[src/rtl/slot_reel_if.sv]
// Control/status bundle between the game logic (RNG, keypad, bet) and the reel engine.
interface slot_reel_if #(
    parameter int unsigned N_REELS = 4,
    parameter int unsigned SYM_W   = 4,
    parameter int unsigned BAL_W   = 16
);
    logic                     roll;
    logic                     stop;
    logic [BAL_W-1:0]         bet;
    logic [N_REELS*SYM_W-1:0] rng_in;
    logic [N_REELS*SYM_W-1:0] digits;
    logic [BAL_W-1:0]         balance;
    logic                     busy;
    logic [N_REELS-1:0]       wild_active;
    logic                     payout_valid;
    logic                     bet_err;
    logic                     game_win;
    logic                     game_loss;

    modport master (
        output roll, stop, bet, rng_in,
        input  digits, balance, busy, wild_active, payout_valid, bet_err, game_win, game_loss
    );
    modport slave (
        input  roll, stop, bet, rng_in,
        output digits, balance, busy, wild_active, payout_valid, bet_err, game_win, game_loss
    );
endinterface

[src/rtl/slot_reel_engine.sv]
// Slot-machine core: staggered reel stops, player-stopped wildcards, match-count payout
// and sticky win/loss tracking of the balance.
module slot_reel_engine #(
    parameter int unsigned N_REELS        = 4,
    parameter int unsigned SYM_W          = 4,
    parameter int unsigned N_SYMBOLS      = 10,
    parameter int unsigned WILD_CODE      = 10,
    parameter int unsigned SPIN_CYCLES    = 300000000,
    parameter int unsigned STAGGER_CYCLES = 50000000,
    parameter int unsigned STEP_CYCLES    = 10000000,
    parameter int unsigned BAL_W          = 16,
    parameter int unsigned BAL_INIT       = 1000,
    parameter int unsigned WIN_THRESH     = 1500,
    parameter int unsigned LOSS_THRESH    = 500,
    parameter int unsigned PAY2           = 2,
    parameter int unsigned PAY3           = 7,
    parameter int unsigned PAYALL         = 15
) (
    input  logic       clk,
    input  logic       rst,
    slot_reel_if.slave bus
);
    localparam int unsigned LAST_LOCK = SPIN_CYCLES + (N_REELS - 1) * STAGGER_CYCLES;
    localparam int unsigned CNT_W     = $clog2(LAST_LOCK + 2);
    localparam int unsigned STEP_MAX  = STEP_CYCLES + (N_REELS - 1) * (STEP_CYCLES / 4);
    localparam int unsigned STEP_W    = $clog2(STEP_MAX + 1);
    localparam int unsigned K_W       = $clog2(N_REELS + 1);
    localparam int unsigned PW        = BAL_W + 8;

    typedef enum logic [2:0] {S_IDLE, S_SPIN, S_WILD, S_SCORE, S_OVER} state_t;

    state_t                              state_q, state_n;
    logic [CNT_W-1:0]                    cnt_q, cnt_n;
    logic [N_REELS-1:0][STEP_W-1:0]      step_q, step_n;
    logic [STEP_W-1:0]                   wcnt_q, wcnt_n;
    logic [N_REELS-1:0][SYM_W-1:0]       dig_q, dig_n, snap_q, snap_n;
    logic [BAL_W-1:0]                    bet_q, bet_n, bal_q, bal_n;
    logic [N_REELS-1:0]                  locked_q, locked_n, wild_q, wild_n, wact_q, wact_n;
    logic                                pv_q, pv_n, err_q, err_n, win_q, win_n;
    logic                                loss_q, loss_n, busy_q, busy_n;
    logic [K_W-1:0]                      kmax, cnt_eq;
    logic [PW-1:0]                       sum, mult;

    function automatic logic [SYM_W-1:0] next_sym(input logic [SYM_W-1:0] d);
        return (32'(d) >= N_SYMBOLS - 1) ? '0 : d + SYM_W'(1);
    endfunction

    // Largest number of reels showing the same digit.
    always_comb begin
        kmax   = '0;
        cnt_eq = '0;
        for (int i = 0; i < N_REELS; i++) begin
            cnt_eq = '0;
            for (int j = 0; j < N_REELS; j++)
                if (dig_q[j] == dig_q[i]) cnt_eq = cnt_eq + K_W'(1);
            if (cnt_eq > kmax) kmax = cnt_eq;
        end
    end

    always_comb begin
        state_n  = state_q;
        cnt_n    = cnt_q;
        step_n   = step_q;
        wcnt_n   = wcnt_q;
        dig_n    = dig_q;
        snap_n   = snap_q;
        bet_n    = bet_q;
        bal_n    = bal_q;
        locked_n = locked_q;
        wild_n   = wild_q;
        wact_n   = wact_q;
        pv_n     = 1'b0;
        err_n    = 1'b0;
        win_n    = win_q;
        loss_n   = loss_q;
        sum      = '0;
        mult     = '0;
        unique case (state_q)
            S_IDLE: begin
                if (bus.roll) begin
                    if (bus.bet != '0 && bus.bet <= bal_q) begin
                        state_n  = S_SPIN;
                        bet_n    = bus.bet;
                        snap_n   = bus.rng_in;
                        cnt_n    = '0;
                        step_n   = '0;
                        locked_n = '0;
                        wild_n   = '0;
                    end else begin
                        err_n = 1'b1;
                    end
                end
            end
            S_SPIN: begin
                cnt_n = cnt_q + CNT_W'(1);
                // Each reel either locks on its own cycle or keeps animating at its own rate.
                for (int i = 0; i < N_REELS; i++) begin
                    if (!locked_q[i]) begin
                        if (cnt_q == CNT_W'(SPIN_CYCLES + i * STAGGER_CYCLES)) begin
                            locked_n[i] = 1'b1;
                            if (32'(snap_q[i]) == WILD_CODE || 32'(snap_q[i]) >= N_SYMBOLS) begin
                                wild_n[i] = 1'b1;
                                dig_n[i]  = '0;
                            end else begin
                                dig_n[i] = snap_q[i];
                            end
                        end else if (step_q[i] == STEP_W'(STEP_CYCLES + i * (STEP_CYCLES / 4) - 1)) begin
                            step_n[i] = '0;
                            dig_n[i]  = next_sym(dig_q[i]);
                        end else begin
                            step_n[i] = step_q[i] + STEP_W'(1);
                        end
                    end
                end
                if (cnt_q == CNT_W'(LAST_LOCK)) begin
                    if (wild_n != '0) begin
                        state_n = S_WILD;
                        wact_n  = wild_n & (~wild_n + N_REELS'(1));
                        wcnt_n  = '0;
                    end else begin
                        state_n = S_SCORE;
                    end
                end
            end
            S_WILD: begin
                for (int i = 0; i < N_REELS; i++)
                    if (wact_q[i] && !bus.stop && wcnt_q == STEP_W'(STEP_CYCLES - 1))
                        dig_n[i] = next_sym(dig_q[i]);
                if (bus.stop) begin
                    wild_n = wild_q & ~wact_q;
                    wact_n = wild_n & (~wild_n + N_REELS'(1));
                    wcnt_n = '0;
                    if (wild_n == '0) state_n = S_SCORE;
                end else begin
                    wcnt_n = (wcnt_q == STEP_W'(STEP_CYCLES - 1)) ? '0 : wcnt_q + STEP_W'(1);
                end
            end
            S_SCORE: begin
                pv_n = 1'b1;
                if (kmax <= K_W'(1)) begin
                    bal_n = bal_q - bet_q;
                end else begin
                    mult  = (kmax == K_W'(N_REELS)) ? PW'(PAYALL) :
                            (kmax >= K_W'(3))       ? PW'(PAY3)   : PW'(PAY2);
                    sum   = PW'(bal_q) + PW'(bet_q) * mult;
                    bal_n = (sum[PW-1:BAL_W] != '0) ? '1 : sum[BAL_W-1:0];
                end
                if (bal_n >= BAL_W'(WIN_THRESH)) begin
                    state_n = S_OVER;
                    win_n   = 1'b1;
                    for (int i = 0; i < N_REELS; i++) dig_n[i] = SYM_W'(N_SYMBOLS - 1);
                end else if (bal_n <= BAL_W'(LOSS_THRESH)) begin
                    state_n = S_OVER;
                    loss_n  = 1'b1;
                    dig_n   = '0;
                end else begin
                    state_n = S_IDLE;
                end
            end
            S_OVER: ;
            default: state_n = S_IDLE;
        endcase
        busy_n = (state_n == S_SPIN) || (state_n == S_WILD) || (state_n == S_SCORE);
    end

    always_ff @(posedge clk) begin
        if (!rst) begin
            state_q  <= S_IDLE;
            cnt_q    <= '0;
            step_q   <= '0;
            wcnt_q   <= '0;
            dig_q    <= '0;
            snap_q   <= '0;
            bet_q    <= '0;
            bal_q    <= BAL_W'(BAL_INIT);
            locked_q <= '0;
            wild_q   <= '0;
            wact_q   <= '0;
            pv_q     <= 1'b0;
            err_q    <= 1'b0;
            win_q    <= 1'b0;
            loss_q   <= 1'b0;
            busy_q   <= 1'b0;
        end else begin
            state_q  <= state_n;
            cnt_q    <= cnt_n;
            step_q   <= step_n;
            wcnt_q   <= wcnt_n;
            dig_q    <= dig_n;
            snap_q   <= snap_n;
            bet_q    <= bet_n;
            bal_q    <= bal_n;
            locked_q <= locked_n;
            wild_q   <= wild_n;
            wact_q   <= wact_n;
            pv_q     <= pv_n;
            err_q    <= err_n;
            win_q    <= win_n;
            loss_q   <= loss_n;
            busy_q   <= busy_n;
        end
    end

    assign bus.digits       = dig_q;
    assign bus.balance      = bal_q;
    assign bus.busy         = busy_q;
    assign bus.wild_active  = wact_q;
    assign bus.payout_valid = pv_q;
    assign bus.bet_err      = err_q;
    assign bus.game_win     = win_q;
    assign bus.game_loss    = loss_q;
endmodule

[src/flat_wrapper.sv]
// flat-port wrapper written by rule: the top's interface ports become plain ports
module slot_reel_engine_flat 
#(
    parameter int unsigned N_REELS        = 4,
    parameter int unsigned SYM_W          = 4,
    parameter int unsigned N_SYMBOLS      = 10,
    parameter int unsigned WILD_CODE      = 10,
    parameter int unsigned SPIN_CYCLES    = 300000000,
    parameter int unsigned STAGGER_CYCLES = 50000000,
    parameter int unsigned STEP_CYCLES    = 10000000,
    parameter int unsigned BAL_W          = 16,
    parameter int unsigned BAL_INIT       = 1000,
    parameter int unsigned WIN_THRESH     = 1500,
    parameter int unsigned LOSS_THRESH    = 500,
    parameter int unsigned PAY2           = 2,
    parameter int unsigned PAY3           = 7,
    parameter int unsigned PAYALL         = 15
)
  (clk, rst, bus_roll, bus_stop, bus_bet, bus_rng_in, bus_digits, bus_balance, bus_busy, bus_wild_active, bus_payout_valid, bus_bet_err, bus_game_win, bus_game_loss);
  slot_reel_if #(.N_REELS(N_REELS), .SYM_W(SYM_W), .BAL_W(BAL_W)) bus_i ();
  input  logic clk;
  input  logic rst;
  input wire logic [$bits(bus_i.roll)-1:0] bus_roll;
  input wire logic [$bits(bus_i.stop)-1:0] bus_stop;
  input wire logic [$bits(bus_i.bet)-1:0] bus_bet;
  input wire logic [$bits(bus_i.rng_in)-1:0] bus_rng_in;
  output wire logic [$bits(bus_i.digits)-1:0] bus_digits;
  output wire logic [$bits(bus_i.balance)-1:0] bus_balance;
  output wire logic [$bits(bus_i.busy)-1:0] bus_busy;
  output wire logic [$bits(bus_i.wild_active)-1:0] bus_wild_active;
  output wire logic [$bits(bus_i.payout_valid)-1:0] bus_payout_valid;
  output wire logic [$bits(bus_i.bet_err)-1:0] bus_bet_err;
  output wire logic [$bits(bus_i.game_win)-1:0] bus_game_win;
  output wire logic [$bits(bus_i.game_loss)-1:0] bus_game_loss;
  assign bus_i.roll = bus_roll;
  assign bus_i.stop = bus_stop;
  assign bus_i.bet = bus_bet;
  assign bus_i.rng_in = bus_rng_in;
  assign bus_digits = bus_i.digits;
  assign bus_balance = bus_i.balance;
  assign bus_busy = bus_i.busy;
  assign bus_wild_active = bus_i.wild_active;
  assign bus_payout_valid = bus_i.payout_valid;
  assign bus_bet_err = bus_i.bet_err;
  assign bus_game_win = bus_i.game_win;
  assign bus_game_loss = bus_i.game_loss;
  slot_reel_engine #(.N_REELS(N_REELS), .SYM_W(SYM_W), .N_SYMBOLS(N_SYMBOLS), .WILD_CODE(WILD_CODE), .SPIN_CYCLES(SPIN_CYCLES), .STAGGER_CYCLES(STAGGER_CYCLES), .STEP_CYCLES(STEP_CYCLES), .BAL_W(BAL_W), .BAL_INIT(BAL_INIT), .WIN_THRESH(WIN_THRESH), .LOSS_THRESH(LOSS_THRESH), .PAY2(PAY2), .PAY3(PAY3), .PAYALL(PAYALL)) u_core (.clk(clk), .rst(rst), .bus(bus_i));
endmodule
[config.mk]
export PLATFORM = sky130hd
export DESIGN_NAME = slot_reel_engine_flat
export DESIGN_NICKNAME = d
export VERILOG_FILES = /design/src/rtl/slot_reel_if.sv /design/src/rtl/slot_reel_engine.sv /design/src/flat_wrapper.sv
export SDC_FILE = /design/constraint.sdc
export NUM_CORES = 1
export LEC_CHECK = 0
export ABC_AREA = 1
export ABC_CLOCK_PERIOD_IN_PS = 25600
export BUFFER_PORTS_ARGS = -buffer_cell sky130_fd_sc_hd__buf_4
export CAP_MARGIN = 20
export CORE_MARGIN = 5
export CORE_UTILIZATION = 35
export CTS_BUF_LIST = sky130_fd_sc_hd__clkbuf_16
export DETAILED_ROUTE_END_ITERATION = 10
export GPL_TIMING_DRIVEN = 1
export PLACE_DENSITY = 0.61
export SETUP_SLACK_MARGIN = 0.1
export SYNTH_ARGS = -nofsm -noshare
export SYNTH_HDL_FRONTEND = slang
export SYNTH_SLANG_ARGS = --single-unit
[constraint.sdc]
create_clock -name clk -period 25.6 [get_ports clk]
set_clock_uncertainty 0.2 [all_clocks]
set_input_delay 1.28 -clock clk [delete_from_list [all_inputs] [get_ports clk]]
set_output_delay 1.28 -clock clk [all_outputs]
set_load 0.01 [all_outputs]
# ---- Word-level counts from Yosys, hierarchy flattened
# Index checks and enable logic that the tools add are counted.
# W data, S select, Z words.
dict set report totals {
  reg_bits 238
  wordCells 286
  input_bits 36
}
dict set report classes {
  addsub 25
  order_cmp 17
  n_mul 1
  n_reduce_logical 41
  n_bitwise 7
  n_eq_ne 55
  n_mux 115
}
# op count
set op_table {}
lappend op_table {{$mux W25} 16}
lappend op_table {{$mux W100} 2}
lappend op_table {{$pmux W100 S2} 1}
lappend op_table {{$add A25 B1 Y25 const B} 5}
lappend op_table {{$mux W4} 30}
lappend op_table {{$eq A29 B29 Y1 const B} 4}
lappend op_table {{$eq A25 B24 Y1 const B} 4}
lappend op_table {{$mux W16} 5}
lappend op_table {{$mux W3} 20}
lappend op_table {{$mux W29} 2}
lappend op_table {{$pmux W29 S2} 1}
lappend op_table {{$pmux W25 S2} 1}
lappend op_table {{$eq A4 B4 Y1} 12}
lappend op_table {{$pmux W16 S3} 1}
lappend op_table {{$reduce_and A5 Y1} 8}
lappend op_table {{$ge A4 B4 Y1 const B} 8}
lappend op_table {{$mux W1} 30}
lappend op_table {{$add A29 B1 Y29 const B} 1}
lappend op_table {{$eq A25 B25 Y1 const B} 1}
lappend op_table {{$add A16 B24 Y24} 1}
lappend op_table {{$add A3 B1 Y3 const B} 8}
lappend op_table {{$add A4 B1 Y4 const B} 6}
lappend op_table {{$mul A16 B24 Y24} 1}
lappend op_table {{$mux W24} 1}
lappend op_table {{36 further kinds} 92}

# ---- Depth between registers and ports, before layout
# Gate-level depths: netlist (run 1).
dict set report depth {
  word_depth 30
  mapped_depth 82
  ltp_nobuf 79
}

# ---- Worst setup path after synthesis (run 1)
# Ideal clock, no wire load.
dict set report synth_timing {
  kind {register -> register}
  startpoint {reg u_core.dig_q (netlist bit u_core.bus.digits[8])}
  endpoint {reg u_core.dig_q (netlist bit u_core.bus.digits[0])}
  t_arrival_ps 10197
  path_slack_ps 15087
  setup_time_ps 115
  stages_incl_launch_ff 71
  path_buffers 4
  path_cell_list {dfxtp_1 > buf_2 > inv_1 > nand2_1 > nand2_1 > nor2_1 > nand2_1 > inv_1 > ha_1 > xor2_1 > ha_1 > inv_1 > o21ai_0 > nand3_2 > and2_1 > ha_1 > nand2_1 > nor2_1 > [35 not listed] > nand2_1 > nand2_1 > inv_2 > nand2_1 > nor2_2 > nand2_2 > buf_6 > o21ai_1 > nand2_1 > nor2_1 > nand2_1 > nor2_2 > nand2_4 > nor2_4 > nand2_4 > buf_4 > a21oi_1 > nor2_1}
}
dict set report synth_via {
  elab_chain_len 24
}
# element line_no
set synth_lines {}
lappend synth_lines {{start: declaration} slot_reel_engine.sv:36} ;# logic [N_REELS-1:0][SYM_W-1:0] dig_q, dig_n, snap_q, snap_n;
lappend synth_lines {{start signal: assignment} slot_reel_engine.sv:189} ;# dig_q <= dig_n;
lappend synth_lines {{$eq A4 B4 Y1} slot_reel_engine.sv:55} ;# if (dig_q[j] == dig_q[i]) cnt_eq = cnt_eq + K_W'(1);
lappend synth_lines {{$mux W3} slot_reel_engine.sv:55}
lappend synth_lines {{$add A3 B1 Y3} slot_reel_engine.sv:55}
lappend synth_lines {{$mux W3} slot_reel_engine.sv:55}
lappend synth_lines {{$gt A3 B1 Y1} slot_reel_engine.sv:56} ;# if (cnt_eq > kmax) kmax = cnt_eq;
lappend synth_lines {{$mux W3} slot_reel_engine.sv:56}
lappend synth_lines {{$gt A3 B3 Y1} slot_reel_engine.sv:56}
lappend synth_lines {{$mux W3} slot_reel_engine.sv:56}
lappend synth_lines {{[8 not listed]} n/a}
lappend synth_lines {{$add A16 B24 Y24} slot_reel_engine.sv:145} ;# sum = PW'(bal_q) + PW'(bet_q) * mult;
lappend synth_lines {{$reduce_bool A8 Y1} slot_reel_engine.sv:146} ;# bal_n = (sum[PW-1:BAL_W] != '0) ? '1 : sum[BAL_W-1:0];
lappend synth_lines {{$mux W16} slot_reel_engine.sv:146}
lappend synth_lines {{$mux W16 *} slot_reel_engine.sv:140} ;# if (kmax <= K_W'(1)) begin
lappend synth_lines {{$mux W16 *} slot_reel_engine.sv:78} ;# unique case (state_q)
lappend synth_lines {{$le A16 B9 Y1 or $ge A16 B11 Y1 (tied branches)} {slot_reel_engine.sv:152, slot_reel_engine.sv:148}}
lappend synth_lines {{$ne A3 B1 Y1 (no source line) or $mux W16 (tied branches)} n/a}
lappend synth_lines {{$reduce_and A5 Y1 (no source line) or $pmux W16 S3 (tied branches)} n/a}
# Mark *: on every way between the ends. The rest lies on a longest branch, timed or not. The select of a mux whose other input is x is not followed.
# A chain may end at the register's enable or synchronous reset.

# ---- Final worst setup path (run 1)
dict set report layout_timing {
  startpoint {reg u_core.dig_q (netlist bit u_core.bus.digits[8])}
  endpoint {reg u_core.dig_q (netlist bit u_core.bus.digits[12])}
}
# Same word-level chain as after synthesis.

==> reports/qor.txt, run 1 <==
Avg WL per Cell = 15.1 um
Multi-input logic area = 11,800 sq um
Critical R2R Capture = u_core.bus.digits[12]$_SDFFE_PN0P_
Core Box Area = 52,700 sq um
Status = finished clean
WP data required = 25,900 ps
Port bufs = 76
Hold Path Stages = 1
Post-CTS setup buffers = 0
Async SR Flop Fraction = 0
Reg2reg setup slack = 13,440 ps
Final Hold Violating Endpoints = 0
Clock Pin Slew Worst Setup and Hold Paths = 60 ps
GP Congestion = 0.918
Placed wire-length estimate = 41,200 um
Yosys warnings = 0
# diodes = 0
Fin crit share = 0.475
EDFF count, synth = 0
Vias per cell = 5.08
TritonCTS clock tree = yes
Die Wd = 241 um
Number of buffers created by CTS = 30
GRT Total Usage = 0.180
Leading post-synthesis cells by cell area = dfxtp_1 26%, ha_1 11%, nand2_1 11%
Cell variety after synth = 61
Die H = 241 um
Pins over their slew limit = 0
Max_cap viols = 0
Initial Utilization = 0.354
Nets = 3,066
Maximum fanout along the worst path = 31
Max-slew headroom = 0.253
Antenna violations before repair = 1
FP Rows = 84
Setup TNS Final = 0 ps
Number of global-route vias before repair = 17,100
IO Count = 77
DRT Pass-1 Iters = 5
GRT overflow = 0
CTS Root Cell = clkbuf_16
Area Growth Syn to Fin = 12.2%
Hold crit path type = reg -> reg
First-pass GRT wire length = 87,300 um
Filler cells = 5,553
Hold path startpoint = u_core.step_q[24]$_SDFFE_PN0P_
Worst setup EP type = flip-flop
Synthesized flop and latch total = 238
Share of the synthesized area in the top cell type = 0.256
Mapped Nets = 3,015
Clock net sink count = 238
Longest Clk Path Bufs = 3
Crit path kind = reg -> reg
Seq/Total Area, Yosys = 0.256
Min cycle time layout = 12,160 ps
Fin cells = 3,532
Arrival time worst endpoint = 12,450 ps
CP max stage cell = dfxtp_1
Largest stage delay on the critical path = 640 ps
Top cell by count, worst path = nand2_1
Fmax = 0.0823 GHz
Cells after Synth = 2,770
Ys flop type = dfxtp_1
# setup viols final = 0
Die area = 58,000 sq um
Avg Cell Area, Syn = 6.73 sq um
Htree depth = 1
Unrepaired setup endpoints after global routing = no
Wirelength, routed = 53,300 um
Final core occ = 0.397
Largest net degree at the start of global routing = 70
Cell taking the most area after synthesis = dfxtp_1
Min-Delay Endpoint = u_core.step_q[24]$_SDFFE_PN0P_
Flip-flop and latch area = 4760 sq um
Worst setup SP type = flip-flop
Clk_lat worst skew = 600 ps
Layout cells sized above 1 = 0.0703
Cell count of the worst reg-to-reg path = 70
# DRC = 0
Inst Count DP = 3,477
Post-cts resize count = 0
Antenna Nets Post-Route = 0
Mapped cell area = 18,600 sq um
Reg-to-Reg Start = u_core.bus.digits[8]$_SDFFE_PN0P_
Worst slew pin tran = 1110 ps
CTS Hold Bufs = 0
DRT iter0 DRCs = 1,343
DR vias = 17,900
-- sequential cells by signal, summed over array words and instances (netlist names), 3 cells and up --
name                    count
u_core.bus.digits          16
u_core.state_q              3
u_core.wild_q               4
u_core.bet_q               16
u_core.step_q             100
u_core.locked_q             4
u_core.bus.balance         16
u_core.bus.wild_active      4
u_core.cnt_q               29
u_core.snap_q              16
u_core.wcnt_q              25
-- cells in the final DEF, fill, tap and decap left out, types with 7 or more instances in the layout --
cell type  instances
nand2_1          543
inv_1            452
nor2_1           249
dfxtp_1          238
a21oi_1          236
ha_1             165
nand3_1          145
o21ai_0          137
nor3_1           107
buf_4             87
nand4_1           67
xor2_1            50
fa_1              44
nor4_1            41
clkbuf_16         30
a31oi_1           23
xnor2_1           15
o21ai_1           14
or2_2             13
clkinv_1          12
nor3b_1           12
inv_2             11
nor2_2             9
nand3b_1           9
o21a_1             9
a211oi_1           9
nand2_2            8
o31ai_1            7
o211ai_1           7
-- metal layers --
layer | GRT usage | routed length [um]
met1 | 0.253 | 25500
met2 | 0.294 | 23800
met3 | 0.0262 | 2680
met4 | 0.0393 | 1230
met5 | 0 | 13
-- layout make-up --
| class | instances | share of cell area |
|---|---|---|
| Clock buffer | 30 | 0.0359 |
| Sequential cell | 238 | 0.228 |
| Tap cell | 688 | 0.0412 |
| Timing Repair Buffer | 87 | 0.0312 |
| Clock inverter | 25 | 0.0143 |
| Multi-Input combinational cell | 1998 | 0.566 |
| Inverter | 466 | 0.0839 |
-- critical path: cells and delay by family, from the launching register on --
kind                     cells  cell delay, ps
AO/OA/AOI/OAI                6            1260
XOR/XNOR                     1             180
adder cells (fa/ha/maj)     11            4060
flip-flops                   1             640
buffers and inverters       16            1250
AND/OR/NAND/NOR             36            4470
-- stage by stage --
| stage | setup slack [ps] | cell area (sq um) | hold WS [ps] |
|---|---|---|---|
| finish | 13440 | 20900 | 250 |
| global route | 12520 | 20900 | 283 |
| CTS | 13520 | 20900 | 251 |
| detailed placement | 13550 | 19900 | 244 |
| global placement | 13750 | 19900 | 242 |
| floorplan | 15090 | 18600 | 223 |
-- how the worst max path moves through the flow --
stage / end / cells after the start / start / slack [ps]
after floorplan: u_core.bus.digits[0]$_SDFFE_PN0P_ / 70 / u_core.bus.digits[8]$_SDFFE_PN0P_ / 15090
after global placement: u_core.bus.digits[12]$_SDFFE_PN0P_ / 69 / u_core.bus.digits[8]$_SDFFE_PN0P_ / 13750
after detailed placement: u_core.bus.digits[12]$_SDFFE_PN0P_ / 69 / u_core.bus.digits[8]$_SDFFE_PN0P_ / 13550
after CTS: u_core.bus.digits[12]$_SDFFE_PN0P_ / 70 / u_core.bus.digits[8]$_SDFFE_PN0P_ / 13520
after global routing: u_core.bus.digits[8]$_SDFFE_PN0P_ / 65 / u_core.bus.digits[8]$_SDFFE_PN0P_ / 12520
final: u_core.bus.digits[12]$_SDFFE_PN0P_ / 70 / u_core.bus.digits[8]$_SDFFE_PN0P_ / 13440
-- cell families (layout without fill, tap and decap cells) --
group                    after synthesis  count (layout)  synth area share
adder cells (fa/ha/maj)              209             209             0.158
AND/OR/NAND/NOR                     1236            1236             0.299
flip-flops                           238             238             0.256
AO/OA/AOI/OAI                        488             488             0.146
buffers and inverters                534             608             0.111
XOR/XNOR                              65              65            0.0305
-- synthesized netlist by cell type (5+ instances only) --
| master | count |
|---|---|
| fa_1 | 44 |
| xnor2_1 | 15 |
| nor2_1 | 249 |
| nand3_2 | 5 |
| o21ai_0 | 137 |
| nand2_1 | 543 |
| nor3b_1 | 12 |
| nand4_1 | 67 |
| a32oi_1 | 5 |
| o31ai_1 | 7 |
| ha_1 | 165 |
| o21a_1 | 9 |
| o21ai_1 | 14 |
| nor2_2 | 9 |
| dfxtp_1 | 238 |
| xor2_1 | 50 |
| o32ai_1 | 6 |
| buf_6 | 5 |
| o211ai_1 | 7 |
| a21oi_1 | 236 |
| nand3_1 | 146 |
| inv_1 | 451 |
| or2_2 | 13 |
| buf_2 | 15 |
| a31oi_1 | 23 |
| a211oi_1 | 9 |
| nand2_2 | 8 |
| o22ai_1 | 6 |
| clkbuf_1 | 45 |
| inv_2 | 10 |
| nor4_1 | 41 |
| nor3_1 | 108 |
| nand3b_1 | 9 |
Power of run 1 is not shown: default switching activity piles up to over one toggle a cycle in this logic, so the estimate is an artifact.
==> inputs of run 2 (changes only) <==
--- a/config.mk
+++ b/config.mk
@@ -6,7 +6,7 @@
 export NUM_CORES = 1
 export LEC_CHECK = 0
 export ABC_AREA = 1
-export ABC_CLOCK_PERIOD_IN_PS = 25600
+export ABC_CLOCK_PERIOD_IN_PS = 12400
 export BUFFER_PORTS_ARGS = -buffer_cell sky130_fd_sc_hd__buf_4
 export CAP_MARGIN = 20
 export CORE_MARGIN = 5
==> constraint.sdc (replaced) <==
create_clock -name clk -period 12.4 [get_ports clk]
set_clock_uncertainty 0.2 [all_clocks]
set_input_delay 0.62 -clock clk [delete_from_list [all_inputs] [get_ports clk]]
set_output_delay 0.62 -clock clk [all_outputs]
set_load 0.01 [all_outputs]
==> run 2 against run 1 <==
Effect of this change: count of clock-buffer cells in the layout decreased by 1; via count is 0.18% higher; final area about the same; maximum frequency increased by 8.5%; die area unchanged; hold slack got worse by 120 ps; final cell count hardly changed; register-to-register slack got worse by 12000 ps; critical path type unchanged.
==> reports/qor.txt, run 2 (same netlist as run 1, synthesis figures left out) <==
# setup viols final = 0
DP Area = 19,900 sq um
Antenna Nets Post-Route = 0
Placed wire-length estimate = 41,000 um
Number of global-route vias before repair = 17,100
DR vias = 18,000
Fmax = 0.0893 GHz
Global route hottest layer = met2
Initial Utilization = 0.354
Worst slew pin tran = 1090 ps
Grt met3 use = 0.0231
Hold crit path type = in -> reg
Commonest non-fill, non-tap cell in the layout = nand2_1
IO Count = 77
CTS Root Cell = clkbuf_16
Worst setup EP type = flip-flop
Pins over their slew limit = 0
# diodes = 0
Avg WL per Cell = 15.1 um
Fin crit share = 0.903
Wirelength, routed = 53,300 um
Inst Count DP = 3,478
Hold WS = 128 ps
Clock net sink count = 238
Arrival time worst endpoint = 11,470 ps
Port bufs = 76
GRT overflow = 0
Die Wd = 241 um
Max_cap viols = 0
Antenna violations before repair = 0
CP max stage cell = dfxtp_1
Filler cells = 5,618
Commonest cells after routing, fill and taps aside = 542 x nand2_1, 453 x inv_1, 249 x nor2_1
Vias per cell = 5.09
Worst setup SP type = flip-flop
Max-slew headroom = 0.269
# DRC = 0
Htree depth = 1
Routing usage on met2 = 0.297
Crit path kind = reg -> reg
First-pass GRT wire length = 88,100 um
Min cycle time layout = 11,200 ps
Die area = 58,000 sq um
Die H = 241 um
Setup TNS Final = 0 ps
Layout cells sized above 1 = 0.0749
Longest Clk Path Bufs = 3
FP Rows = 84
Largest stage delay on the critical path = 580 ps
Design area = 20,900 sq um
Core Box Area = 52,700 sq um
M1 GR Usage = 0.255
Largest register by flop count = u_core.step_q
Area Growth Syn to Fin = 12.2%
Number of buffers created by CTS = 29
DRT iter0 DRCs = 1,473
GP Congestion = 0.917
Unrepaired setup endpoints after global routing = no
TritonCTS clock tree = yes
Final Hold Violating Endpoints = 0
Max FFs per register = 100
Maximum fanout along the worst path = 16
Clk_lat worst skew = 580 ps
Fin cells = 3,533
WP data required = 12,670 ps
Status = finished clean
DRT Pass-1 Iters = 5
Largest net degree at the start of global routing = 70
Top Registers = u_core.step_q (100), u_core.cnt_q (29), u_core.wcnt_q (25)
Nets = 3,068
Clock Pin Slew Worst Setup and Hold Paths = 60 ps
GRT Total Usage = 0.180
[run 2: changes by cell type in the layout (fill, tap and decap cells not counted), sizes merged]
cell      delta
buf          +2
clkinvlp     +2
inv          +1
nand2        +1
clkinv       -3
bufinv       -1
clkbuf       -1
[run 2: critical path, delay by kind of cell (launching register included)]
kind / cells / cell delay [ps]
AOI/OAI and AO/OA: 7 / 1230
adders and majority gates: 11 / 3850
and+or+nand+nor: 35 / 3790
buffers and inverters: 12 / 970
DFF: 1 / 580
xor gates and xnor gates: 2 / 430
[run 2: repair_timing]
action	in CTS	in global routing
hold buffers	0	0
setup endpoints to repair	0	18
gates resized for setup	0	17
buffers inserted	0	1
[run 2: routing by layer]
metal | vias up | routed length, um | share of wire
li1 | 9271 | - | -
met2 | 391 | 24000 | 0.45
met5 | - | 0 | 0
met1 | 8251 | 25700 | 0.48
met3 | 69 | 2380 | 0.045
met4 | 0 | 1150 | 0.022
[run 2: final cells by class]
class | instances | area, sq um | area share
Clock buffer | 29 | 726 | 0.0347
Clock inverter | 24 | 259 | 0.0124
Inverter | 466 | 1750 | 0.0839
Multi-Input combinational cell | 1999 | 11900 | 0.567
Sequential cell | 238 | 4780 | 0.228
Tap cell | 688 | 861 | 0.0412
Timing Repair Buffer | 89 | 672 | 0.0321
[run 2: per-stage QoR]
stage	utilization	setup slack (ps)
floorplan	-	1890
global placement	0.377	888
detailed placement	0.377	760
CTS	0.396	713
global route	0.397	101
finish	0.397	1200
[run 2: final timing paths]
| kind | slack (ps) | depth (start not counted) | start | endpoint |
|---|---|---|---|---|
| setup reg to reg | 1200 | 67 | u_core.bus.digits[11]$_SDFFE_PN0P_ | u_core.bus.digits[11]$_SDFFE_PN0P_ |
| hold reg to reg | 260 | 1 | u_core.step_q[24]$_SDFFE_PN0P_ | u_core.step_q[24]$_SDFFE_PN0P_ |
| setup / recovery | 1200 | 67 | u_core.bus.digits[11]$_SDFFE_PN0P_ | u_core.bus.digits[11]$_SDFFE_PN0P_ |
| hold / removal | 130 | 3 | bus_rng_in[5] | u_core.snap_q[5]$_SDFFE_PN0P_ |
Power of run 2 is left out for the same reason.
==> inputs of run 3 (changes only) <==
--- a/config.mk
+++ b/config.mk
@@ -14,7 +14,7 @@
 export CTS_BUF_LIST = sky130_fd_sc_hd__clkbuf_16
 export DETAILED_ROUTE_END_ITERATION = 10
 export GPL_TIMING_DRIVEN = 1
-export PLACE_DENSITY = 0.61
+export PLACE_DENSITY_LB_ADDON = 0.12
 export SETUP_SLACK_MARGIN = 0.1
 export SYNTH_ARGS = -nofsm -noshare
 export SYNTH_HDL_FRONTEND = slang
==> run 3 against run 2 <==
Effect of this change: global-route usage is 0.83 points higher; register-to-register slack lost 80 ps; wire length rose by 5.7%; sequential share of layout area increased by 0.11 points; critical path type unchanged; final cell count about the same; hold slack got worse by 5.3 ps; maximum frequency fell by 0.74%.
==> reports/qor.txt, run 3 (same netlist as run 1, synthesis figures left out) <==
Avg WL per Cell = 15.9 um
DRT Pass-1 Iters = 5
Min-Delay Endpoint = u_core.bus.bet_err$_SDFF_PN0_
Commonest non-fill, non-tap cell in the layout = nand2_1
# DRC = 0
Number of global-route vias before repair = 17,000
Unrepaired setup endpoints after global routing = no
Worst setup EP type = flip-flop
Maximum fanout along the worst path = 16
GP Congestion = 0.929
Htree depth = 1
Top Registers = u_core.step_q (100), u_core.cnt_q (29), u_core.wcnt_q (25)
Cell count of the worst reg-to-reg path = 71
Status = finished clean
Max-slew headroom = 0.266
Fin crit share = 0.910
WP data required = 12,650 ps
Die area = 58,000 sq um
Hold Path Stages = 3
Hold crit path type = in -> reg
IO Count = 77
Top cell by count, worst path = nand2_1
Pins over their slew limit = 0
Largest stage delay on the critical path = 590 ps
Wirelength, routed = 56,300 um
Critical R2R Capture = u_core.bus.digits[9]$_SDFFE_PN0P_
Reg-to-Reg Start = u_core.bus.digits[14]$_SDFFE_PN0P_
Nets = 3,071
FP Rows = 84
Clock Pin Slew Worst Setup and Hold Paths = 60 ps
Worst slew pin tran = 1100 ps
Largest net degree at the start of global routing = 70
Antenna violations before repair = 0
CP max stage cell = dfxtp_1
Reg2reg setup slack = 1120 ps
Arrival time worst endpoint = 11,540 ps
Port bufs = 76
Die H = 241 um
GRT Total Usage = 0.188
Number of buffers created by CTS = 29
Hold path startpoint = bus_roll
Clock net sink count = 238
Initial Utilization = 0.354
Die Wd = 241 um
Final Hold Violating Endpoints = 0
Vias per cell = 5.12
Largest register by flop count = u_core.step_q
Core Box Area = 52,700 sq um
Longest Clk Path Bufs = 3
Min cycle time layout = 11,280 ps
Antenna Nets Post-Route = 0
DRT iter0 DRCs = 1,216
# setup viols final = 0
Commonest cells after routing, fill and taps aside = 541 x nand2_1, 455 x inv_1, 249 x nor2_1
TritonCTS clock tree = yes
Setup TNS Final = 0 ps
Clk_lat worst skew = 580 ps
DR vias = 18,100
GRT overflow = 0
CTS Hold Bufs = 0
Worst setup SP type = flip-flop
CTS Root Cell = clkbuf_16
Area Growth Syn to Fin = 11.7%
Max FFs per register = 100
First-pass GRT wire length = 90,500 um
Layout cells sized above 1 = 0.0745
Crit path kind = reg -> reg
Max_cap viols = 0
Fmax = 0.0886 GHz
Placed wire-length estimate = 44,200 um
-- run 3: metal layers --
metal | wire, um | share of wire | track usage
met5 | 0 | 0 | 0
met2 | 25400 | 0.45 | 0.308
met4 | 1040 | 0.018 | 0.0368
met3 | 2950 | 0.052 | 0.0278
met1 | 26900 | 0.48 | 0.268
-- run 3: cell type report --
class / instances / area, sq um
Antenna cell: 1 / 2.50
Clock buffer: 29 / 726
Clock inverter: 22 / 136
Fill cell: 5632 / 31800
Inverter: 466 / 1750
Multi-Input combinational cell: 1999 / 11900
Sequential cell: 238 / 4780
Tap cell: 688 / 861
Timing Repair Buffer: 92 / 691
-- run 3: worst max path at each step --
stage | from | slack (ps) | depth (start not counted) | endpoint
final | u_core.bus.digits[14]$_SDFFE_PN0P_ | 1120 | 71 | u_core.bus.digits[9]$_SDFFE_PN0P_
after global routing | u_core.bus.digits[14]$_SDFFE_PN0P_ | 100 | 71 | u_core.bus.digits[14]$_SDFFE_PN0P_
after floorplan | u_core.bus.digits[8]$_SDFFE_PN0P_ | 1890 | 70 | u_core.bus.digits[0]$_SDFFE_PN0P_
after global placement | u_core.bus.digits[8]$_SDFFE_PN0P_ | 800 | 66 | u_core.bus.digits[12]$_SDFFE_PN0P_
after detailed placement | u_core.bus.digits[8]$_SDFFE_PN0P_ | 580 | 68 | u_core.bus.digits[12]$_SDFFE_PN0P_
after CTS | u_core.bus.digits[8]$_SDFFE_PN0P_ | 540 | 68 | u_core.bus.digits[12]$_SDFFE_PN0P_
-- run 3: what timing repair did --
action / CTS / global route
hold endpoints to repair: 0 / 0
resized for setup: 0 / 21
setup buffers: 0 / 1
setup endpoints to repair: 0 / 19
-- run 3: critical path: cells and delay by family, from the launching register on --
kind / cells / cell delay, ps
AND/OR/NAND/NOR: 40 / 4390
adder cells (fa/ha/maj): 10 / 3720
buffers and inverters: 15 / 1310
AO/OA/AOI/OAI: 6 / 940
flip-flops: 1 / 590
-- run 3: metrics by stage --
stage	hold WS, ps	setup WS (ps)	utilization	instances	instance area, sq um
global placement	240	801	0.378	3481	19900
CTS	96.9	539	0.394	3532	20700
global route	111	100	0.395	3534	20800
detailed placement	239	581	0.378	3481	19900
floorplan	223	1890	-	2770	18600
finish	123	1120	0.395	3535	20800
Power of run 3 is left out for the same reason.
